--- src/rtl/barrel_shift_sched_pkg.sv ---
// Shared types for the shifter scheduler: FSM states, result owner and shift direction encodings.
// Pure declarations; no latency or backpressure of its own.
package barrel_shift_sched_pkg;

   typedef enum logic [1:0] {
      ST_IDLE = 2'd0,
      ST_LOAD = 2'd1,
      ST_CAPT = 2'd2,
      ST_DONE = 2'd3
   } state_t;

   localparam logic OWN_ALIGN = 1'b0;
   localparam logic OWN_NORM  = 1'b1;

   localparam logic DIR_RIGHT = 1'b0;
   localparam logic DIR_LEFT  = 1'b1;

endpackage

--- src/rtl/barrel_shift_sched_if.sv ---
// Request, shifter and result signals of the scheduler; slave = scheduler side, master = requesters/shifter side.
// Wiring only; handshakes are req/ack on the request side and valid/ready on the result side.
interface barrel_shift_sched_if #(
   parameter int SWR = 26,
   parameter int EW  = 8
) ();
   logic           al_req_i;
   logic [EW-1:0]  al_shift_i;
   logic [SWR-1:0] al_data_i;
   logic           al_ack_o;

   logic           nm_req_i;
   logic [EW-1:0]  nm_shift_i;
   logic [SWR-1:0] nm_data_i;
   logic           nm_bit_i;
   logic           nm_ack_o;

   logic           sh_load_o;
   logic [EW-1:0]  sh_value_o;
   logic [SWR-1:0] sh_data_o;
   logic           sh_left_right_o;
   logic           sh_bit_o;
   logic [SWR-1:0] sh_result_i;

   logic           res_valid_o;
   logic           res_owner_o;
   logic [SWR-1:0] res_data_o;
   logic           res_sat_o;
   logic           res_ready_i;

   modport slave (
      input  al_req_i, al_shift_i, al_data_i, nm_req_i, nm_shift_i, nm_data_i, nm_bit_i,
      input  sh_result_i, res_ready_i,
      output al_ack_o, nm_ack_o, sh_load_o, sh_value_o, sh_data_o, sh_left_right_o, sh_bit_o,
      output res_valid_o, res_owner_o, res_data_o, res_sat_o
   );

   modport master (
      output al_req_i, al_shift_i, al_data_i, nm_req_i, nm_shift_i, nm_data_i, nm_bit_i,
      output sh_result_i, res_ready_i,
      input  al_ack_o, nm_ack_o, sh_load_o, sh_value_o, sh_data_o, sh_left_right_o, sh_bit_o,
      input  res_valid_o, res_owner_o, res_data_o, res_sat_o
   );
endinterface

--- src/rtl/shift_sched_arb.sv ---
// Two-way align/norm arbiter; combinational winner, pointer updates on grant. SHIFT_SCHED_RR_EN selects
// round-robin, otherwise fixed norm-over-align priority. No backpressure: the FSM decides when to grant.
module shift_sched_arb
   import barrel_shift_sched_pkg::*;
(
   input  logic clk,
   input  logic rst,
   input  logic al_req,
   input  logic nm_req,
   input  logic grant,
   output logic winner
);

`ifdef SHIFT_SCHED_RR_EN
   logic ptr_q;

   always_comb begin
      winner = OWN_ALIGN;
      if (al_req && nm_req) winner = ptr_q;
      else if (nm_req)      winner = OWN_NORM;
   end

   // pointer moves to the side that just lost so it wins the next tie
   always_ff @(posedge clk or posedge rst) begin
      if (rst)        ptr_q <= OWN_ALIGN;
      else if (grant) ptr_q <= ~winner;
   end
`else
   logic unused_arb;
   assign unused_arb = ^{clk, rst, grant, al_req};
   assign winner     = nm_req ? OWN_NORM : OWN_ALIGN;
`endif

endmodule

--- src/rtl/barrel_shift_sched.sv ---
// Time-shares one barrel shifter between align (right) and norm (left) requests; arbitration via SHIFT_SCHED_RR_EN.
// Latency 3 cycles req-to-result, one transaction per 4 cycles; result held in DONE until res_ready_i.
module barrel_shift_sched
   import barrel_shift_sched_pkg::*;
#(
   parameter int SWR = 26,
   parameter int EW  = 8
) (
   input  logic                clk,
   input  logic                rst,
   barrel_shift_sched_if.slave bus
);
   localparam logic [EW-1:0] SWR_V = EW'(SWR);

   state_t         state_q, state_d;
   logic           owner_q, sat_q, lr_q, fill_q;
   logic [EW-1:0]  value_q;
   logic [SWR-1:0] data_q, res_q;
   logic           any_req, grant, winner, sel_sat;
   logic [EW-1:0]  sel_shift;
   logic [SWR-1:0] sel_data;

   assign any_req = bus.al_req_i | bus.nm_req_i;
   assign grant   = (state_q == ST_IDLE) && any_req;

   shift_sched_arb u_arb (
      .clk    (clk),
      .rst    (rst),
      .al_req (bus.al_req_i),
      .nm_req (bus.nm_req_i),
      .grant  (grant),
      .winner (winner)
   );

   always_comb begin
      sel_shift = (winner == OWN_NORM) ? bus.nm_shift_i : bus.al_shift_i;
      sel_data  = (winner == OWN_NORM) ? bus.nm_data_i  : bus.al_data_i;
      sel_sat   = (sel_shift >= SWR_V);
   end

   always_ff @(posedge clk or posedge rst) begin
      if (rst) state_q <= ST_IDLE;
      else     state_q <= state_d;
   end

   always_comb begin
      state_d         = state_q;
      bus.sh_load_o   = 1'b0;
      bus.al_ack_o    = 1'b0;
      bus.nm_ack_o    = 1'b0;
      bus.res_valid_o = 1'b0;
      case (state_q)
         ST_IDLE: if (any_req) state_d = ST_LOAD;
         ST_LOAD: begin
            state_d       = ST_CAPT;
            bus.sh_load_o = 1'b1;
            bus.al_ack_o  = (owner_q == OWN_ALIGN);
            bus.nm_ack_o  = (owner_q == OWN_NORM);
         end
         ST_CAPT: state_d = ST_DONE;
         ST_DONE: begin
            bus.res_valid_o = 1'b1;
            if (bus.res_ready_i) state_d = ST_IDLE;
         end
         default: state_d = ST_IDLE;
      endcase
   end

   // shifter operands are latched on the grant edge, so they change only when entering LOAD
   always_ff @(posedge clk or posedge rst) begin
      if (rst) begin
         owner_q <= OWN_ALIGN;
         sat_q   <= 1'b0;
         lr_q    <= DIR_RIGHT;
         fill_q  <= 1'b0;
         value_q <= '0;
         data_q  <= '0;
         res_q   <= '0;
      end else begin
         if (grant) begin
            owner_q <= winner;
            sat_q   <= sel_sat;
            value_q <= sel_sat ? SWR_V : sel_shift;
            data_q  <= sel_data;
            lr_q    <= (winner == OWN_NORM) ? DIR_LEFT : DIR_RIGHT;
            fill_q  <= (winner == OWN_NORM) && bus.nm_bit_i;
         end
         if (state_q == ST_CAPT) res_q <= bus.sh_result_i;
      end
   end

   assign bus.sh_value_o      = value_q;
   assign bus.sh_data_o       = data_q;
   assign bus.sh_left_right_o = lr_q;
   assign bus.sh_bit_o        = fill_q;
   assign bus.res_owner_o     = owner_q;
   assign bus.res_sat_o       = sat_q;
   assign bus.res_data_o      = res_q;

endmodule
--- src/flat_wrapper.sv ---
// flat-port wrapper written by rule: the top's interface ports become plain ports
module barrel_shift_sched_flat import barrel_shift_sched_pkg::*;
#(
   parameter int SWR = 26,
   parameter int EW  = 8
)
  (clk, rst, bus_al_req_i, bus_al_shift_i, bus_al_data_i, bus_nm_req_i, bus_nm_shift_i, bus_nm_data_i, bus_nm_bit_i, bus_sh_result_i, bus_res_ready_i, bus_al_ack_o, bus_nm_ack_o, bus_sh_load_o, bus_sh_value_o, bus_sh_data_o, bus_sh_left_right_o, bus_sh_bit_o, bus_res_valid_o, bus_res_owner_o, bus_res_data_o, bus_res_sat_o);
  barrel_shift_sched_if #(.SWR(SWR), .EW(EW)) bus_i ();
  input  logic clk;
  input  logic rst;
  input wire logic [$bits(bus_i.al_req_i)-1:0] bus_al_req_i;
  input wire logic [$bits(bus_i.al_shift_i)-1:0] bus_al_shift_i;
  input wire logic [$bits(bus_i.al_data_i)-1:0] bus_al_data_i;
  input wire logic [$bits(bus_i.nm_req_i)-1:0] bus_nm_req_i;
  input wire logic [$bits(bus_i.nm_shift_i)-1:0] bus_nm_shift_i;
  input wire logic [$bits(bus_i.nm_data_i)-1:0] bus_nm_data_i;
  input wire logic [$bits(bus_i.nm_bit_i)-1:0] bus_nm_bit_i;
  input wire logic [$bits(bus_i.sh_result_i)-1:0] bus_sh_result_i;
  input wire logic [$bits(bus_i.res_ready_i)-1:0] bus_res_ready_i;
  output wire logic [$bits(bus_i.al_ack_o)-1:0] bus_al_ack_o;
  output wire logic [$bits(bus_i.nm_ack_o)-1:0] bus_nm_ack_o;
  output wire logic [$bits(bus_i.sh_load_o)-1:0] bus_sh_load_o;
  output wire logic [$bits(bus_i.sh_value_o)-1:0] bus_sh_value_o;
  output wire logic [$bits(bus_i.sh_data_o)-1:0] bus_sh_data_o;
  output wire logic [$bits(bus_i.sh_left_right_o)-1:0] bus_sh_left_right_o;
  output wire logic [$bits(bus_i.sh_bit_o)-1:0] bus_sh_bit_o;
  output wire logic [$bits(bus_i.res_valid_o)-1:0] bus_res_valid_o;
  output wire logic [$bits(bus_i.res_owner_o)-1:0] bus_res_owner_o;
  output wire logic [$bits(bus_i.res_data_o)-1:0] bus_res_data_o;
  output wire logic [$bits(bus_i.res_sat_o)-1:0] bus_res_sat_o;
  assign bus_i.al_req_i = bus_al_req_i;
  assign bus_i.al_shift_i = bus_al_shift_i;
  assign bus_i.al_data_i = bus_al_data_i;
  assign bus_i.nm_req_i = bus_nm_req_i;
  assign bus_i.nm_shift_i = bus_nm_shift_i;
  assign bus_i.nm_data_i = bus_nm_data_i;
  assign bus_i.nm_bit_i = bus_nm_bit_i;
  assign bus_i.sh_result_i = bus_sh_result_i;
  assign bus_i.res_ready_i = bus_res_ready_i;
  assign bus_al_ack_o = bus_i.al_ack_o;
  assign bus_nm_ack_o = bus_i.nm_ack_o;
  assign bus_sh_load_o = bus_i.sh_load_o;
  assign bus_sh_value_o = bus_i.sh_value_o;
  assign bus_sh_data_o = bus_i.sh_data_o;
  assign bus_sh_left_right_o = bus_i.sh_left_right_o;
  assign bus_sh_bit_o = bus_i.sh_bit_o;
  assign bus_res_valid_o = bus_i.res_valid_o;
  assign bus_res_owner_o = bus_i.res_owner_o;
  assign bus_res_data_o = bus_i.res_data_o;
  assign bus_res_sat_o = bus_i.res_sat_o;
  barrel_shift_sched #(.SWR(SWR), .EW(EW)) u_core (.clk(clk), .rst(rst), .bus(bus_i));
endmodule
--- config.mk ---
export PLATFORM = sky130hd
export DESIGN_NAME = barrel_shift_sched_flat
export DESIGN_NICKNAME = d
export VERILOG_FILES = /design/src/rtl/barrel_shift_sched_pkg.sv /design/src/rtl/barrel_shift_sched_if.sv /design/src/rtl/shift_sched_arb.sv /design/src/rtl/barrel_shift_sched.sv /design/src/flat_wrapper.sv
export SDC_FILE = /design/constraint.sdc
export NUM_CORES = 1
export LEC_CHECK = 0
export ABC_CLOCK_PERIOD_IN_PS = 2460
export BUFFER_PORTS_ARGS = -buffer_cell sky130_fd_sc_hd__buf_2
export CAP_MARGIN = 20
export CELL_PAD_IN_SITES_DETAIL_PLACEMENT = 1
export CELL_PAD_IN_SITES_GLOBAL_PLACEMENT = 1
export CORE_UTILIZATION = 32
export DETAILED_ROUTE_END_ITERATION = 12
export HOLD_SLACK_MARGIN = 0.15
export PLACE_DENSITY = 0.87
export SYNTH_ARGS = -nofsm -noshare
export SYNTH_HDL_FRONTEND = slang
export SYNTH_SLANG_ARGS = --single-unit
export TNS_END_PERCENT = 5
--- constraint.sdc ---
create_clock -name clk -period 2.46 [get_ports clk]
set_input_delay 0.492 -clock clk [delete_from_list [all_inputs] [get_ports clk]]
set_output_delay 0.492 -clock clk [all_outputs]
set_load 0.005 [all_outputs]
==> results of run 1 <==
[synthesized netlist by cell type]
master,number
clkbuf_1,5
mux2_1,1
o32a_1,1
ha_1,4
a32o_1,2
o21a_1,2
or4_4,1
o21ai_2,1
or4b_1,1
mux2_2,28
a21oi_4,1
nand2_1,31
dfrtp_1,65
o21ai_0,15
a21oi_1,4
and2_1,4
nor2b_1,2
inv_1,3
a31oi_1,1
buf_4,3
o2111ai_1,1
buf_2,6
mux2i_1,29
o21ai_1,11
nand3b_1,1
nor2_1,6
nand3_1,1
[cell type report]
type / count / area (sq um) / share of cell area, %
timing repair buffer: 171 / 891 / 22.4
multi-input combinational: 148 / 1120 / 28.2
clock buffer: 13 / 149 / 3.75
inverter: 3 / 11.3 / 0.284
tap: 105 / 131 / 3.31
clock inverter: 3 / 40.0 / 1.01
sequential: 65 / 1630 / 41.0
[worst reg2reg max path, stage by stage (launching register included)]
cell,delay [ps]
dfrtp_1,420
inv_1,100
ha_1,300
buf_4,340
mux2_2,400
[registers in the layout, indices dropped and copies added, names as in the netlist]
| register | count |
|---|---|
| u_core.bus.sh_value_o | 8 |
| u_core.state_q | 2 |
| u_core.bus.sh_bit_o | 1 |
| u_core.bus.res_sat_o | 1 |
| u_core.bus.res_data_o | 26 |
| u_core.bus.res_owner_o | 1 |
| u_core.bus.sh_data_o | 26 |
[kinds of logic (layout without fill, tap and decap cells)]
family / after synthesis / count (layout) / synth area share [%]
AO/OA/AOI/OAI: 39 / 39 / 8.34
flip-flops: 65 / 65 / 57.6
multiplexers: 58 / 58 / 21.9
buffers and inverters: 17 / 190 / 2.93
AND/OR/NAND/NOR: 47 / 47 / 7.45
adder cells (fa/ha/maj): 4 / 4 / 1.77
[metal layers]
metal	share of wire (%)	routed length [microns]	vias to the layer above	track usage (%)
met5	0	0	-	0
li1	-	-	1130	-
met1	40	3060	1134	20.0
met4	0.90	68	0	5.60
met2	53	4040	90	30.8
met3	5.5	421	9	3.79
[metrics by stage]
step | cells | hold WS [ps] | area (sq um) | setup slack [ps] | power, mW
after floorplan | 230 | 463 | 2820 | 342 | 2.76
after global placement | 492 | 458 | 3780 | 733 | 3.48
after detailed placement | 492 | 467 | 3780 | 658 | 3.61
after CTS | 508 | 289 | 3970 | 694 | 4.51
after global routing | 508 | 306 | 3970 | 634 | 4.77
final | 508 | 263 | 3970 | 720 | 4.43
[power breakdown]
part | internal (mW) | total [mW] | switching [mW]
logic | 0.906 | 1.72 | 0.810
registers | 1.57 | 1.83 | 0.262
clock network | 0.494 | 0.885 | 0.390
[worst min path at each step]
stage / slack, ps / to / startpoint / cells after the start
final: 260 / u_core.bus.sh_data_o[8] / rst / 2
after global routing: 310 / u_core.bus.sh_data_o[12] / rst / 2
after CTS: 290 / u_core.bus.sh_data_o[0] / rst / 2
after detailed placement: 470 / u_core.bus.sh_bit_o / u_core.bus.sh_bit_o / 2
after global placement: 460 / u_core.bus.sh_bit_o / u_core.bus.sh_bit_o / 2
after floorplan: 460 / u_core.bus.sh_bit_o / u_core.bus.sh_bit_o / 2
==> metrics.md, run 1 <==
| Metric | Value |
|---|---|
| Outcome | complete, no violations |
| Fin crit share | 70.7% |
| RD Place Congestion | 0.696 |
| Max frequency | 575 MHz |
| Cts hold-fix bufs | 0 |
| Final #Nets | 502 |
| First-pass GRT wire length | 11,900 microns |
| Starting Density | 33.7% |
| Crit Path Class | flip-flop to output port |
| Resized Gates After CTS | 0 |
| CP Launch Point | u_core.state_q[1] |
| Sequential area share after synthesis | 57.6% |
| Antenna-violating nets left | 0 |
| Vias in the first global route | 2,508 |
| Pins over their slew limit | 0 |
| Max Root-Sink Buffers | 2 |
| R2R depth | 4 |
| Syn Area/Cell | 12.3 sq um |
| Pre-antenna DRT Iters | 4 |
| TritonCTS clock tree | built |
| Crit path largest cell delay | 390 ps |
| Clock root cell | clkbuf_8 |
| Setup_tns | 0 ps |
| Postcts setup bufs | 0 |
| Critical Path End Type | output port |
| Row count | 33 |
| MaxCap Viol Count | 0 |
| Worst hold path type | input pin to asynchronous set/reset pin |
| Most frequent cells in the layout | buf_2 (167), dfrtp_1 (65), nand2_1 (31) |
| Detailed placer's ending HPWL | between 5000 and 6000 microns |
| Reg-to-reg endpoint | u_core.bus.res_data_o[22] |
| Grt total ovfl | 0 |
| Slowest-stage cell, CP | dfrtp_1 |
| Die Y | 95.9 microns |
| Mapped Cells | 230 |
| Core Util, Final | 47.4% |
| Most common cell after layout, fill and taps aside | buf_2 |
| Clock Latency Late Sink | approximately 330 ps |
| Share of layout cells above drive strength 1 | 53.6% |
| WL/cell | 14.9 microns |
| Initial antenna violation count | 0 |
| Synth cell types | 27 |
| Internal reg-to-reg setup slack | about 800 ps |
| Total wire length | approximately 7600 microns |
| PD cells | 1120 mW/mm^2 |
| Port bufs | 167 |
| Critical Path RT | 1970 ps |
| Mapped cell area | ~0.0028 sq mm |
| Arr. time, crit path | around 1300 ps |
| Layout fillers | around 990 |
| Syn-to-layout area delta | 40.7% |
| Largest net degree at the start of global routing | between 40 and 50 |
| CP delay by family, top | flip-flops |
| Core area | roughly 0.0084 sq mm |
| Worst-Margin Slew | 673 ps |
| Area contributors post-synth | dfrtp_1 (58%), mux2_2 (11%), mux2i_1 (10%) |
| Setup Viol. Count Final | 0 |
| Crit path launch type | flip-flop |
| Drt drc | 0 |
| WP depth | 4 |
| H-tree levels | 3 |
| Reg clk slew, reported paths | 70 ps |
| Critical Path Fanout Max | 4 |
| Static Leakage | 2.09 nW |
| Post-layout minimum cycle time | 1740 ps |
| Syn_nets | around 330 |
| Drt first-iter violations | 63 |
| CP cell instances | inv_1, ha_1, and2_1, buf_2 |
| Die Wd | 95.9 microns |
| Worst Skew | 11.8 ps |
| Critical Path End | bus_nm_ack_o |
| Synth Warn # | 0 |
| Yosys top cell area share | 57.6% |
| ANT cells | 0 |
| Worst path bufs/invs | 2 |
| Leading area contributor after synthesis | dfrtp_1 |
| Die area | 0.00920 sq mm |
| Final Hold Viols | 0 |
| RSZ-0062 raised after global routing | false |
| Cts bufs inserted | 9 |
| Vias per cell | 4.65 |
| Register bit total from synthesis | 65 |
| # clock sinks | 65 |
| IO Pins | 168 |
| Max IR drop VDD | 529 uV |
| Total track usage | 17.1% |
| Max-slew headroom | 55.0% |
| Worst r2r src | u_core.state_q[0] |
| Via Count | 2,363 |
Note: power is estimated with default switching activity, not from simulation.
==> run 2: changes to the inputs <==
ABC_AREA = 1   (was default)
ABC_CLOCK_PERIOD_IN_PS = 1520   (was 2460)
CORE_UTILIZATION = 28   (was 32)
PLACE_DENSITY = 0.83   (was 0.87)
clock period = 1.52 ns   (was 2.46 ns; I/O delays follow)
==> run 2 against run 1 <==
The run now ends with negative setup slack left. Clock power grew 82%. Sequential power grew 63%. Flip-flop and latch count is the same. Clock skew shrank 4.4 ps. Count of clock-buffer cells in the layout shrank 4. Register-to-register slack lost 710 ps. Critical path depth grew 1. Critical path type unchanged.
==> metrics.md, run 2 <==
| Metric | Value |
|---|---|
| Outcome | complete, but fails checks |
| Failing checks | negative setup slack |
| Multi-input combinational cell area | 0.00108 sq mm |
| Row count | 36 |
| M1 wire length | 3290 microns |
| Reg clk slew, reported paths | 80 ps |
| Worst r2r src | u_core.state_q[1] |
| Worst Hold Slack | 194 ps |
| Critical Path End Type | output port |
| Synth cell types | 17 |
| Pre-CTS WS | 9.31 ps |
| Metal3 WL | 649 microns |
| Register area | approximately 0.0016 sq mm |
| Worst-Margin Slew | 386 ps |
| R2R depth | 7 |
| Syn Area/Cell | 9.70 sq um |
| Detailed placer's ending HPWL | 6340 microns |
| Cts bufs inserted | 9 |
| Critical Path RT | 1220 ps |
| ANT cells | 0 |
| Max IR drop VDD | approximately 590 uV |
| Antenna-violating nets left | 0 |
| Vias per cell | 4.38 |
| Yosys top cell area share | 56.5% |
| Vias in the first global route | 2,698 |
| Die area | 0.0107 sq mm |
| Post-layout minimum cycle time | 1530 ps |
| Starting Density | 29.2% |
| Layout fillers | between 1,000 and 1,500 |
| Mapped cell area | 0.00288 sq mm |
| Initial antenna violation count | 0 |
| Syn-to-layout area delta | 44.5% |
| Total track usage | 15.5% |
| Final non-filler cell total | between 600 and 700 |
| Final Instance Area | 0.00416 sq mm |
| WL/cell | roughly 13 microns |
| Crit Path Class | flip-flop to output port |
| Drt first-iter violations | 43 |
| TritonCTS clock tree | built |
| Worst Skew | approximately 7.4 ps |
| Most frequent cell after synthesis | nand2_1 |
| Most frequent cells in the layout | buf_2 (166), nand2_1 (82), dfrtp_1 (65) |
| Port bufs | 167 |
| Die Wd | 103 microns |
| MaxCap Viol Count | 0 |
| Min-Delay Startpoint | bus_sh_result_i[21] |
| Setup Viol. Count Final | 2 |
| Fin crit share | 101% |
| Synth Warn # | 0 |
| Hold EP | u_core.bus.res_data_o[21] |
| Power Total | 7.64 mW |
| Internal reg-to-reg setup slack | 90 ps |
| Clock Latency Late Sink | 330 ps |
| Mapped Cells | 297 |
| RSZ-0062 raised after global routing | true |
| Sequential area share after synthesis | 56.5% |
| Hold depth | 2 |
| Die Y | a little over 100 microns |
| Reg-to-reg endpoint | u_core.bus.sh_data_o[5] |
| Share of layout cells above drive strength 1 | 48.8% |
| Dpl cell area | 0.00389 sq mm |
| Via Count | approximately 2,700 |
| Metal2 WL | about 4000 microns |
| Pre-antenna DRT Iters | 4 |
| Synth top cells by count | nand2_1 (83), dfrtp_1 (65), nor2_1 (41) |
| Max Root-Sink Buffers | 2 |
| Leading area contributor after synthesis | dfrtp_1 |
| Largest net degree at the start of global routing | 48 |
| FFs w/ async S/R, synth | 100% |
| CP Launch Point | u_core.state_q[0] |
| Most common cell after layout, fill and taps aside | buf_2 |
| Drt drc | 0 |
| # clock sinks | 65 |
| Arr. time, crit path | 1230 ps |
| Number of flops mapped to enable cells by yosys | 0 |
| Pins over their slew limit | 0 |
| Area contributors post-synth | dfrtp_1 (56%), nand2_1 (11%), mux2_2 (10%) |
| Core area | roughly 0.0099 sq mm |
| Critical Path Fanout Max | 3 |
| Main synth FF type | dfrtp_1 |
| Register bit total from synthesis | 65 |
| Final Hold Viols | 0 |
| Grt total ovfl | 0 |
| Static Leakage | 2.12 nW |
| Worst hold path type | input pin to flip-flop |
| PD cells | about 1800 mW/mm^2 |
| RD Place Congestion | 0.755 |
| IO Pins | 168 |
| Placed insts | 590 |
| Crit path launch type | flip-flop |
| Worst setup margin | -15.0 ps |
| Clock root cell | clkbuf_8 |
| H-tree levels | 3 |
| Syn_nets | between 400 and 500 |
| Max-slew headroom | 74.0% |
| Max frequency | 651 MHz |
| Total wire length | 7990 microns |
| Max layer used | met4 |
| First-pass GRT wire length | 12,400 microns |
| Final #Nets | 574 |
-- run 2: through the flow --
| stage | util, % | setup TNS, ps |
|---|---|---|
| floorplan | - | 0 |
| global placement | 39.5 | 0 |
| detailed placement | 39.5 | 0 |
| CTS | 42.0 | -87.8 |
| global route | 42.2 | -720 |
| finish | 42.2 | -23.1 |
-- run 2: critical path: stages, from the launching register on --
cell and delay, ps:
dfrtp_1 390, buf_6 130, ha_4 170, inv_2 50
nor2_2 30, buf_2 130
-- run 2: cells by family (layout without fill, tap and decap cells) --
group	count (synthesis)	after routing	synth area share [%]
buf+inv	37	215	6.69
mux	26	26	10.2
fa+ha+maj	4	4	1.74
compound gates	37	37	7.95
flops	65	65	56.5
simple gates	128	128	17.0
-- run 2: metal layers --
metal  vias up  track usage (%)
met5         -                0
met4         0             6.39
met3         7             4.64
met2       118             27.7
met1      1234             17.2
li1       1307                -
-- run 2: worst max-delay path by stage --
stage,endpoint,slack (ps),cells past startpoint
floorplan,u_core.bus.res_data_o[0],60,5
global placement,u_core.bus.sh_value_o[3],70,6
CTS,bus_al_ack_o,-50,5
global route,bus_nm_ack_o,-90,5
finish,bus_al_ack_o,-10,5
detailed placement,u_core.bus.sh_data_o[19],9,7
-- run 2: cell type report --
cell class / count / share of cell area (%)
timing repair buffer: 179 / 23.8
multi-input combinational: 195 / 26.0
clock inverter: 7 / 2.25
sequential: 65 / 39.1
tap: 133 / 4.00
clock buffer: 9 / 2.98
inverter: 20 / 1.89
-- run 2: power breakdown --
part / leakage, nW / switching [mW] / internal (mW)
clock: 0.106 / 0.690 / 0.923
combinational: 1.27 / 1.41 / 1.64
sequential: 0.749 / 0.444 / 2.54
total: 2.12 / 2.54 / 5.10
-- run 2: timing repair --
item	CTS	global route
gates resized for setup	6	5
cloned	0	0
pin swaps	2	2
buffers inserted	1	0
hold endpoints to repair	65	0
hold buffers	1	0
setup endpoints to repair	6	34
==> run 3: changes to the inputs <==
CORE_ASPECT_RATIO = 1.25   (was default)
==> run 3 against run 2 <==
The flow now finishes without violations. Register-to-register slack worse by 50 ps. Critical path depth did not move. Flip-flop and latch count stayed put. Critical path type unchanged.
==> metrics.md, run 3 (synthesis results as in run 2) <==
| Metric | Value |
|---|---|
| H-tree levels | 3 |
| Fin crit share | 99.6% |
| Vias in the first global route | around 2,700 |
| Worst hold path type | input pin to flip-flop |
| Die area | 0.0107 sq mm |
| Static Leakage | between 2 and 2.5 nW |
| Register area | roughly 0.0016 sq mm |
| Drt first-iter violations | 77 |
| Antenna-violating nets left | 0 |
| # clock sinks | 65 |
| Clock Latency Late Sink | about 320 ps |
| Total track usage | approximately 16% |
| Worst Skew | 5.90 ps |
| Grt total ovfl | 0 |
| Outcome | complete, no violations |
| Metal3 WL | 552 microns |
| Pins over their slew limit | 0 |
| Syn-to-layout area delta | 48.4% |
| Critical Path RT | 1220 ps |
| M1 wire length | 3260 microns |
| Detailed placer's ending HPWL | 6140 microns |
| Largest net degree at the start of global routing | between 60 and 70 |
| Arr. time, crit path | 1210 ps |
| Setup Viol. Count Final | 0 |
| Final Hold Viols | 0 |
| Clock root cell | clkbuf_16 |
| Core Util, Final | 42.5% |
| WL/cell | 13.4 microns |
| Max IR drop VDD | 643 uV |
| RSZ-0062 raised after global routing | true |
| MaxCap Viol Count | 0 |
| Dpl cell area | 0.00387 sq mm |
| RD Place Congestion | slightly above 0.7 |
| Row count | a little over 40 |
| Max-slew headroom | 72.5% |
| Post-layout minimum cycle time | between 1500 and 2000 ps |
| IO Pins | roughly 170 |
| Final #Nets | approximately 570 |
| Die Wd | 92.7 microns |
| Crit path launch type | flip-flop |
| PD cells | about 2000 mW/mm^2 |
| Via Count | 2,681 |
| Share of layout cells above drive strength 1 | 47.9% |
| Die Y | 115 microns |
| Max layer used | met4 |
| ANT cells | 0 |
| Total wire length | 8100 microns |
| Critical Path End Type | output port |
| Max Root-Sink Buffers | 2 |
| Core area | 0.0101 sq mm |
| Crit Path Class | flip-flop to output port |
| Reg clk slew, reported paths | ~60 ps |
| Port bufs | 167 |
| Starting Density | 28.6% |
| Critical Path Fanout Max | 3 |
| Initial antenna violation count | 1 |
| First-pass GRT wire length | 13,000 microns |
| Multi-input combinational cell area | between 0.001 and 0.0015 sq mm |
| Layout fillers | between 1,000 and 1,500 |
| Most common cell after layout, fill and taps aside | buf_2 |
| Max frequency | 661 MHz |
| Drt drc | 0 |
| Vias per cell | 4.45 |
| Metal2 WL | 4150 microns |
| Worst-Margin Slew | 408 ps |
| Most frequent cells in the layout | buf_2 (167), nand2_1 (83), dfrtp_1 (65) |
| Pre-antenna DRT Iters | 4 |
| TritonCTS clock tree | built |
| Cts bufs inserted | 9 |
| Final Instance Area | 0.00428 sq mm |
[run 3: cell count changes in the layout (fill, tap and decap cells not counted), moves of 2 or more]
cell	before	now
clkbuf_8	9	0
clkbuf_16	0	9
inv_1	15	17
inv_2	4	1
[run 3: critical path: stages (launching register included)]
cell and delay, ps:
dfrtp_1 390, buf_6 130, ha_4 160, inv_1 50, nor2_1 30, buf_2 120
[run 3: through the flow]
stage	setup WS, ps	hold WS [ps]	instances	setup TNS, ps	total power, mW
floorplan	60.4	442	297	0	4.65
global placement	12.6	422	585	0	5.83
detailed placement	-87.9	430	585	-436	6.04
CTS	-15.0	199	603	-28.1	8.57
global route	-98.1	201	603	-1060	9.04
finish	6.77	208	603	0	8.43
[run 3: per-layer routing]
| layer | track usage [%] | vias up |
|---|---|---|
| met3 | 3.70 | 13 |
| li1 | - | 1304 |
| met2 | 28.8 | 115 |
| met4 | 6.15 | 0 |
| met1 | 17.5 | 1249 |
| met5 | 0 | - |
[run 3: final timing paths]
kind / from / to / slack (ps) / cells past startpoint
worst max-delay path: u_core.state_q[0] / bus_al_ack_o / 7 / 5
worst min-delay path: bus_sh_result_i[3] / u_core.bus.res_data_o[3] / 210 / 2
worst max register to register: u_core.state_q[1] / u_core.bus.sh_data_o[1] / 40 / 7
worst min register to register: u_core.bus.sh_value_o[7] / u_core.bus.sh_value_o[7] / 490 / 2
max in group asynchronous: rst / u_core.bus.res_data_o[17] / 600 / 4
min in group asynchronous: rst / u_core.bus.res_data_o[8] / 630 / 4
[run 3: final cells by class]
type                    instances  share of cell area (%)
repair buffers                178                    23.0
inverters                      20                    1.90
well taps                     129                    3.78
clock inverters                 7                    2.78
flip-flops and latches         65                    38.0
clock buffers                   9                    5.27
multi-input cells             195                    25.3
[run 3: report_power, final]
| group | switching [mW] | internal [mW] | leakage, nW | total (mW) |
|---|---|---|---|---|
| Clock | 0.741 | 1.60 | 0.162 | 2.34 |
| Sequential | 0.446 | 2.55 | 0.749 | 2.99 |
| Combinational | 1.44 | 1.66 | 1.27 | 3.10 |
[run 3: timing repair]
item,4_1_cts,5_1_grt
hold buffers,1,0
gates cloned,1,0
resized for setup,7,1
hold endpoints to repair,65,0
buffers inserted,0,0
endpoints found under the setup margin,26,32
